$ cat src/rtl/e203_fpu_wbck_pkg.sv
// Shared types and constants for the FPU write-back stage.
// Entry layout depends on E203_FPU_FFLAGS_EN (flags field present only when defined).
`ifndef E203_RFIDX_WIDTH
`define E203_RFIDX_WIDTH 5
`endif

package e203_fpu_wbck_pkg;

    localparam int FLEN    = 32;
    localparam int RFIDX_W = `E203_RFIDX_WIDTH;
    localparam int FFLAG_W = 5;

    // fflags bit positions
    localparam int FFLAG_NV = 4;
    localparam int FFLAG_DZ = 3;
    localparam int FFLAG_OF = 2;
    localparam int FFLAG_UF = 1;
    localparam int FFLAG_NX = 0;

    typedef struct packed {
        logic [FLEN-1:0]    wdat;
        logic [RFIDX_W-1:0] rdidx;
        logic               rdwen;
        logic               rdfpu;
`ifdef E203_FPU_FFLAGS_EN
        logic [FFLAG_W-1:0] fflags;
`endif
    } wbck_entry_t;

    localparam int ENTRY_W = $bits(wbck_entry_t);

endpackage

$ cat src/rtl/e203_fpu_wbck_fifo.sv
// Generic valid/ready FIFO; pointers carry one extra wrap bit so full and
// empty are distinguishable. No same-cycle pass-through.
module e203_fpu_wbck_fifo #(
    parameter int DATA_W = 32,
    parameter int DEPTH  = 2
) (
    input  logic              clk,
    input  logic              rst_n,
    input  logic              push_valid,
    output logic              push_ready,
    input  logic [DATA_W-1:0] push_dat,
    output logic              pop_valid,
    input  logic              pop_ready,
    output logic [DATA_W-1:0] pop_dat,
    output logic              full,
    output logic              empty
);

    localparam int ADDR_W = (DEPTH > 1) ? $clog2(DEPTH) : 1;
    localparam int PTR_W  = ADDR_W + 1;

    logic [DATA_W-1:0] mem [DEPTH];
    logic [PTR_W-1:0]  wr_ptr;
    logic [PTR_W-1:0]  rd_ptr;
    logic              do_push;
    logic              do_pop;

    assign empty      = (wr_ptr == rd_ptr);
    assign full       = (wr_ptr[ADDR_W] != rd_ptr[ADDR_W]) &&
                        (wr_ptr[ADDR_W-1:0] == rd_ptr[ADDR_W-1:0]);
    assign push_ready = !full;
    assign pop_valid  = !empty;
    assign pop_dat    = mem[rd_ptr[ADDR_W-1:0]];

    assign do_push = push_valid && push_ready;
    assign do_pop  = pop_valid && pop_ready;

    always_ff @(posedge clk or negedge rst_n) begin
        if (!rst_n) begin
            wr_ptr <= '0;
            rd_ptr <= '0;
        end else begin
            if (do_push) wr_ptr <= wr_ptr + PTR_W'(1);
            if (do_pop)  rd_ptr <= rd_ptr + PTR_W'(1);
        end
    end

    // Storage is data only; validity is carried entirely by the pointers.
    always_ff @(posedge clk) begin
        if (do_push) mem[wr_ptr[ADDR_W-1:0]] <= push_dat;
    end

endmodule

$ cat src/rtl/e203_fpu_wbck.sv
// FPU result write-back: buffers results, routes them to the FP regfile or the
// integer long-pipe write-back, and accumulates fflags when E203_FPU_FFLAGS_EN is defined.
`ifndef E203_RFIDX_WIDTH
`define E203_RFIDX_WIDTH 5
`endif

module e203_fpu_wbck
    import e203_fpu_wbck_pkg::*;
#(
    parameter int FIFO_DEPTH = 2
) (
    input  logic                         clk,
    input  logic                         rst_n,
    input  logic                         fpu_o_valid,
    output logic                         fpu_o_ready,
    input  logic [31:0]                  fpu_o_wdat,
    input  logic [`E203_RFIDX_WIDTH-1:0] fpu_o_rdidx,
    input  logic                         fpu_o_rdwen,
    input  logic                         fpu_o_rdfpu,
    input  logic [4:0]                   fpu_o_fflags,
    output logic                         frf_wen,
    output logic [`E203_RFIDX_WIDTH-1:0] frf_widx,
    output logic [31:0]                  frf_wdat,
    output logic                         int_wbck_valid,
    input  logic                         int_wbck_ready,
    output logic [`E203_RFIDX_WIDTH-1:0] int_wbck_rdidx,
    output logic [31:0]                  int_wbck_wdat,
    input  logic                         csr_fflags_wen,
    input  logic [4:0]                   csr_fflags_wdat,
    output logic [4:0]                   csr_fflags_r,
    output logic                         fpu_wbck_busy
);

    wbck_entry_t        push_entry;
    wbck_entry_t        head;
    logic [ENTRY_W-1:0] head_raw;
    logic               head_valid;
    logic               fifo_full;
    logic               fifo_empty;
    logic               retire;
    logic               head_is_fp;
    logic               head_is_int;

    always_comb begin
        push_entry       = '0;
        push_entry.wdat  = fpu_o_wdat;
        push_entry.rdidx = fpu_o_rdidx;
        push_entry.rdwen = fpu_o_rdwen;
        push_entry.rdfpu = fpu_o_rdfpu;
`ifdef E203_FPU_FFLAGS_EN
        push_entry.fflags = fpu_o_fflags;
`endif
    end

    e203_fpu_wbck_fifo #(
        .DATA_W (ENTRY_W),
        .DEPTH  (FIFO_DEPTH)
    ) u_fifo (
        .clk        (clk),
        .rst_n      (rst_n),
        .push_valid (fpu_o_valid),
        .push_ready (fpu_o_ready),
        .push_dat   (push_entry),
        .pop_valid  (head_valid),
        .pop_ready  (retire),
        .pop_dat    (head_raw),
        .full       (fifo_full),
        .empty      (fifo_empty)
    );

    assign head          = head_raw;
    assign fpu_wbck_busy = !fifo_empty;

    // Head routing: FP writes never stall, integer writes wait for the core.
    assign head_is_fp  = head_valid && head.rdwen &&  head.rdfpu;
    assign head_is_int = head_valid && head.rdwen && !head.rdfpu;
    assign retire      = head_valid && (!head.rdwen || head.rdfpu || int_wbck_ready);

    // Data outputs are gated so nothing stale from the buffer leaks while idle.
    assign frf_wen        = head_is_fp;
    assign frf_widx       = head_is_fp  ? head.rdidx : '0;
    assign frf_wdat       = head_is_fp  ? head.wdat  : '0;
    assign int_wbck_valid = head_is_int;
    assign int_wbck_rdidx = head_is_int ? head.rdidx : '0;
    assign int_wbck_wdat  = head_is_int ? head.wdat  : '0;

`ifdef E203_FPU_FFLAGS_EN
    logic [FFLAG_W-1:0] fflags_q;
    logic [FFLAG_W-1:0] retire_flags;
    logic               unused_full;

    assign retire_flags = retire ? head.fflags : '0;
    assign unused_full  = fifo_full;

    // A CSR write replaces the accumulated value but still absorbs a same-cycle retire.
    always_ff @(posedge clk or negedge rst_n) begin
        if (!rst_n) begin
            fflags_q <= '0;
        end else if (csr_fflags_wen) begin
            fflags_q <= csr_fflags_wdat | retire_flags;
        end else begin
            fflags_q <= fflags_q | retire_flags;
        end
    end

    assign csr_fflags_r = fflags_q;
`else
    logic unused_flags;

    assign unused_flags = ^{csr_fflags_wen, csr_fflags_wdat, fpu_o_fflags, fifo_full};
    assign csr_fflags_r = '0;
`endif

endmodule

$ cat config.mk
export PLATFORM = sky130hd
export DESIGN_NAME = e203_fpu_wbck
export DESIGN_NICKNAME = d
export VERILOG_FILES = /design/src/rtl/e203_fpu_wbck_pkg.sv /design/src/rtl/e203_fpu_wbck_fifo.sv /design/src/rtl/e203_fpu_wbck.sv
export SDC_FILE = /design/constraint.sdc
export NUM_CORES = 1
export LEC_CHECK = 0
export ABC_AREA = 1
export BUFFER_PORTS_ARGS = -buffer_cell sky130_fd_sc_hd__buf_2
export CAP_MARGIN = 5
export CORE_AREA = 2 2 99 101
export CTS_CLUSTER_SIZE = 10
export DETAILED_ROUTE_END_ITERATION = 8
export DIE_AREA = 0 0 101 103
export PLACE_DENSITY = 0.68
export SLEW_MARGIN = 10
export SYNTH_ARGS = -nofsm -noshare
export SYNTH_HDL_FRONTEND = slang
export SYNTH_SLANG_ARGS = --single-unit
$ cat constraint.sdc
create_clock -name clk -period 3 [get_ports clk]
set_input_delay 0.3 -clock clk [delete_from_list [all_inputs] [get_ports clk]]
set_output_delay 0.3 -clock clk [all_outputs]
set_load 0.005 [all_outputs]
== Word-level counts from Yosys, hierarchy flattened ==
Memories as Yosys holds them, arrays and structs flattened.
Index checks and enable logic that the tools add are counted.

* Bits in registers: 4
* RAM bits: 78
* Output and inout port bits: 83
* Word-level logic and storage cells: 27
* Memories: 1

{| class="wikitable"
|+ Memories
! name !! words !! bits a word !! rd ports !! clocked after Yosys merged registers in !! wr ports !! RTL line !! RTL
|-
| u_fifo.mem || 2 || 39 || 1 || 0 || 1 || e203_fpu_wbck_fifo.sv:22 || <nowiki>logic [DATA_W-1:0] mem [DEPTH];</nowiki>
|}

* $add $sub $neg: 2
* Eq/ne operators: 3
* Multiplexer cells: 6
* Reductions and logical operators: 13

{| class="wikitable"
|+ Operators by type and width
! kind !! number
|-
| 2-to-1 mux 32 bit || 2
|-
| 2-to-1 mux 5 bit || 2
|-
| logical AND 1 bit || 7
|-
| adder 2 x 1 -> 2 bit (second input constant) || 2
|-
| logical NOT 1 bit || 4
|-
| == test 2 bit || 1
|-
| logical OR 1 bit || 2
|-
| 2-to-1 mux 1 bit || 2
|-
| == test 1 bit || 1
|-
| != test 1 bit || 1
|}

== Logic depth before layout (Yosys ltp) ==
* Depth after elaboration: 6
* Mapped depth: 9
* Depth with buffers taken out: 8

== Hierarchy ==
Synthesis repeated with hierarchy kept, for this count alone.

* Cells, all modules: 380
* Area, all modules: 3,686.0 sq um

{| class="wikitable"
|+ Modules (own cells, without submodules)
! module !! instances !! cells an instance !! area each (sq um) !! seq. area each (sq um)
|-
| e203_fpu_wbck_fifo || 1 || 245 || 3,116.7 || 2,442.3
|-
| e203_fpu_wbck || 1 || 135 || 569.3 || 0.0
|}

== Least setup slack after synthesis ==
Ideal clock, no wire load.

* Path type: flip-flop to flip-flop
* From: register u_fifo.rd_ptr[0]
* To: memory u_fifo.mem[1][0] in the netlist's numbering, enable pin
* Library setup time: 0.435 ns
* Arrival time: 2.532 ns
* Slack: 0.033 ns
* Cell stages (with the launch flop): 6
* Buffers on the path: 1
* Clock period less this slack: 2.967 ns
* Cells stage by stage: dfrtp_1 > buf_4 > xnor2_2 > nand2_1 > nand2_1 > nor2_1

* Longest elaborated chain between the ends: 6

{| class="wikitable"
|+ RTL lines
! element !! RTL line !! RTL
|-
| start: declaration || e203_fpu_wbck_fifo.sv:24 || <nowiki>logic [PTR_W-1:0] rd_ptr;</nowiki>
|-
| start signal: assignment || e203_fpu_wbck_fifo.sv:44 || <nowiki>if (do_pop) rd_ptr <= rd_ptr + PTR_W'(1);</nowiki>
|-
| == test 1 bit || e203_fpu_wbck_fifo.sv:30 || <nowiki>(wr_ptr[ADDR_W-1:0] == rd_ptr[ADDR_W-1:0]);</nowiki>
|-
| logical AND 1 bit || e203_fpu_wbck_fifo.sv:29 || <nowiki>assign full = (wr_ptr[ADDR_W] != rd_ptr[ADDR_W]) &&</nowiki>
|-
| logical NOT 1 bit || e203_fpu_wbck_fifo.sv:31 || <nowiki>assign push_ready = !full;</nowiki>
|-
| named net fpu_o_ready || e203_fpu_wbck.sv:15 || <nowiki>output logic fpu_o_ready,</nowiki>
|-
| logical AND 1 bit || e203_fpu_wbck_fifo.sv:35 || <nowiki>assign do_push = push_valid && push_ready;</nowiki>
|-
| 2-to-1 mux 1 bit || e203_fpu_wbck_fifo.sv:50 || <nowiki>if (do_push) mem[wr_ptr[ADDR_W-1:0]] <= push_dat;</nowiki>
|-
| 2-to-1 mux 1 bit (not written as such) || e203_fpu_wbck_fifo.sv:50 ||
|-
| end: declaration || e203_fpu_wbck_fifo.sv:22 ||
|}

The timed path passes the listed nets, and every way through them passes these cells.

== Worst setup path after layout ==
* From: register u_fifo.rd_ptr[0]
* To: output port int_wbck_wdat[31]

* Longest elaborated chain between the ends: 5

{| class="wikitable"
|+ RTL lines
! element !! RTL line !! RTL
|-
| == test 2 bit || e203_fpu_wbck_fifo.sv:28 || <nowiki>assign empty = (wr_ptr == rd_ptr);</nowiki>
|-
| logical NOT 1 bit || e203_fpu_wbck_fifo.sv:32 || <nowiki>assign pop_valid = !empty;</nowiki>
|-
| logical AND 1 bit (2 in series) || e203_fpu_wbck.sv:76 || <nowiki>assign head_is_int = head_valid && head.rdwen && !head.rdfpu;</nowiki>
|-
| 2-to-1 mux 32 bit (*) || e203_fpu_wbck.sv:85 || <nowiki>assign int_wbck_wdat = head_is_int ? head.wdat : '0;</nowiki>
|-
| end: declaration || e203_fpu_wbck.sv:27 || <nowiki>output logic [31:0] int_wbck_wdat,</nowiki>
|}

Mark *: on every way between the ends. The rest lies on a longest branch, timed or not.

==> results_dict.tcl <==
set metrics [dict create \
    status "finished clean" \
    vias_per_cell 4.55 \
    reg2reg_depth 5 \
    antenna_found_initial 0 \
    portBuffers 120 \
    root_buffer "clkbuf_8" \
    worst_pin_slew_ns 0.827 \
    slew_headroom 0.446 \
    worstPathMaxFanout 21 \
    cts_htree_levels 3 \
    multiInputGateArea_sq_um 998 \
    critPathBufInv 2 \
    yosysSeqAreaShare 0.672 \
    core_area_sq_um 9460 \
    vdd.ir_drop.worst_uv 417 \
    post-route-period-util 0.848 \
    cp.depth 6 \
    critPathTopFamily "simple AND/OR/NAND/NOR gates" \
    ys_seq_elements 82 \
    clock_latency_ns 0.34 \
    skew_ns 0.00396 \
    p_per_area_nw_per_um2 1020 \
    max_freq_mhz 393 \
    cts_tree "built" \
    fin_nets 433 \
    drc 0 \
    start_kind "flop" \
    grt_overflow 0 \
    grt_pass1_vias 2082 \
    cts_buffers 9 \
    place.gp.congestion 0.689 \
    core.rowCount 36 \
    rsz0062_at_grt "false" \
    fin_setup_tns_ns 0 \
    p_leak_nw 2.04 \
    drt_wl_total_um 6550 \
    pin_count 137 \
    critical_path.cell_chain "nand2_1 -> nand2_1 -> nand3_2 -> buf_12 -> nor2_1 -> buf_2" \
    most-common-layout-cells "buf_2, edfxtp_1, nor2_1" \
    crit_slowest_cell "dfrtp_2" \
    diodes 0 \
    critPathCaptureType "primary output" \
    cts.sinks 82 \
    die_w_um 101 \
    cpPeakStageDelay_ns 0.61 \
    grt_pass1_wl_um 9940 \
    area_delta_synth_final_pct 24.4 \
    hold_viol 0 \
    drtIter0Drc 63 \
    timing.hold.ws_ns 0.141 \
    ys.warnings.count 0 \
    first_pass_iters 5 \
    start_util 0.384 \
    final_common_cell "buf_2" \
    worstPathArrival_ns 2.24 \
    finalSetupViolations 0 \
    route.vias.total 2266 \
    worstPathRequired_ns 2.70 \
    seqCellArea_sq_um 2440 \
    die_y_um 103 \
    final_layout_size_suffix_gt1_frac 0.461 \
    grt_start_max_net_pins 40 \
    dp_hpwl_um 4430 \
    maxCapViolCount 0 \
    postCtsSetupBuffers 0 \
    synth.avg_cell_area_sq_um 14.2 \
    synth_area_sq_um 3630 \
    layout_min_cycle_time_ns 2.54 \
    min_path_cells 1 \
    fillers 869 \
    grt.total_usage 0.127 \
    ctsLongestPathBuffers 2 \
    hold_path.class "input port to flop" \
    ant_nets 0 \
    path_class "flop to primary output" \
    cp_common_cell "nand2_1" \
    cts.clk_slew.worst_paths_ns 0.08 \
    wl_per_cell_um 13.2 \
    ys_types 21 \
    die-area_sq_um 10400 \
    final_max_slew_viol_count 0 \
    syn_inst 256 \
]
[where the power goes]
group	internal, mW	leakage, nW	switching [mW]
logic	0.763	1.16	1.20
clock network	0.472	0.107	0.394
registers	1.64	0.771	0.126
total	2.88	2.04	1.72
[cells in the mapped netlist, drive strengths merged]
cell type,n,area share
xor2,2,0.0048
xnor2,1,0.0045
buf,18,0.048
inv,11,0.011
conb,1,0.0010
dfrtp,4,0.028
nor2,75,0.12
mux2i,37,0.10
nand2,22,0.025
nand3,6,0.0096
edfxtp,78,0.64
a21oi,1,0.0024
[per-stage QoR]
step | util | instances | setup WS [ns] | instance area, sq um | total power [mW]
floorplan | - | 260 | 0.0331 | 3650 | 3.21
global placement | 0.453 | 481 | 0.838 | 4290 | 3.76
detailed placement | 0.453 | 481 | 0.772 | 4290 | 3.82
CTS | 0.478 | 498 | 0.381 | 4520 | 4.69
global route | 0.478 | 498 | 0.195 | 4520 | 4.94
finish | 0.478 | 498 | 0.457 | 4520 | 4.60
[worst register-to-register path, cell delays in order, from the launching register on]
cell	delay, ns
dfrtp_2	0.56
xnor2_2	0.22
nand2_1	0.15
nand2_1	0.13
nor2_4	0.09
buf_4	0.46
[worst paths after layout]
kind	start	to	slack, ns
worst max-delay path	u_fifo.rd_ptr[0]	int_wbck_wdat[31]	0.46
worst max register to register	u_fifo.rd_ptr[0]	u_fifo.mem[1][2]	1.00
min in group asynchronous	rst_n	u_fifo.wr_ptr[1]	0.29
worst min-delay path	fpu_o_wdat[14]	u_fifo.mem[0][21]	0.14
worst min register to register	u_fifo.rd_ptr[1]	u_fifo.rd_ptr[1]	0.55
max in group asynchronous	rst_n	u_fifo.rd_ptr[0]	2.57
[routing by layer]
layer  routed length [um]  vias to the layer above  GRT usage  part of all wire
met1                 2690                     1067      0.141              0.41
li1                     -                     1112          -                 -
met3                  418                        9     0.0434             0.064
met4                   75                        0     0.0499             0.011
met5                    0                        -          0                 0
met2                 3360                       78      0.227              0.51
[repair_timing]
item / CTS / global route
endpoints found under the hold margin: 4 / 0
hold buffers: 1 / 0
resized for setup: 0 / 0
[kinds of logic after synthesis]
| logic type | after synthesis | share of synthesized area |
|---|---|---|
| and+or+nand+nor | 103 | 0.154 |
| DFF | 82 | 0.672 |
| muxes | 37 | 0.102 |
| buffers and inverters | 29 | 0.0589 |
| xor gates and xnor gates | 3 | 0.00930 |
| AOI/OAI and AO/OA | 1 | 0.00241 |
| other | 1 | 0.00103 |
[final cells by class]
| cell class | count | area share |
|---|---|---|
| inverter | 11 | 0.00914 |
| clock inverter | 6 | 0.0199 |
| clock buffer | 10 | 0.0283 |
| timing repair buffer | 126 | 0.149 |
| multi-input combinational | 149 | 0.221 |
| tap | 114 | 0.0316 |
| sequential | 82 | 0.541 |
[state kept, by name (all words and copies together), names as in the netlist]
register	flops
u_fifo.mem	78
u_fifo.rd_ptr	2
u_fifo.wr_ptr	2
Power figures use the tool's default switching activity.
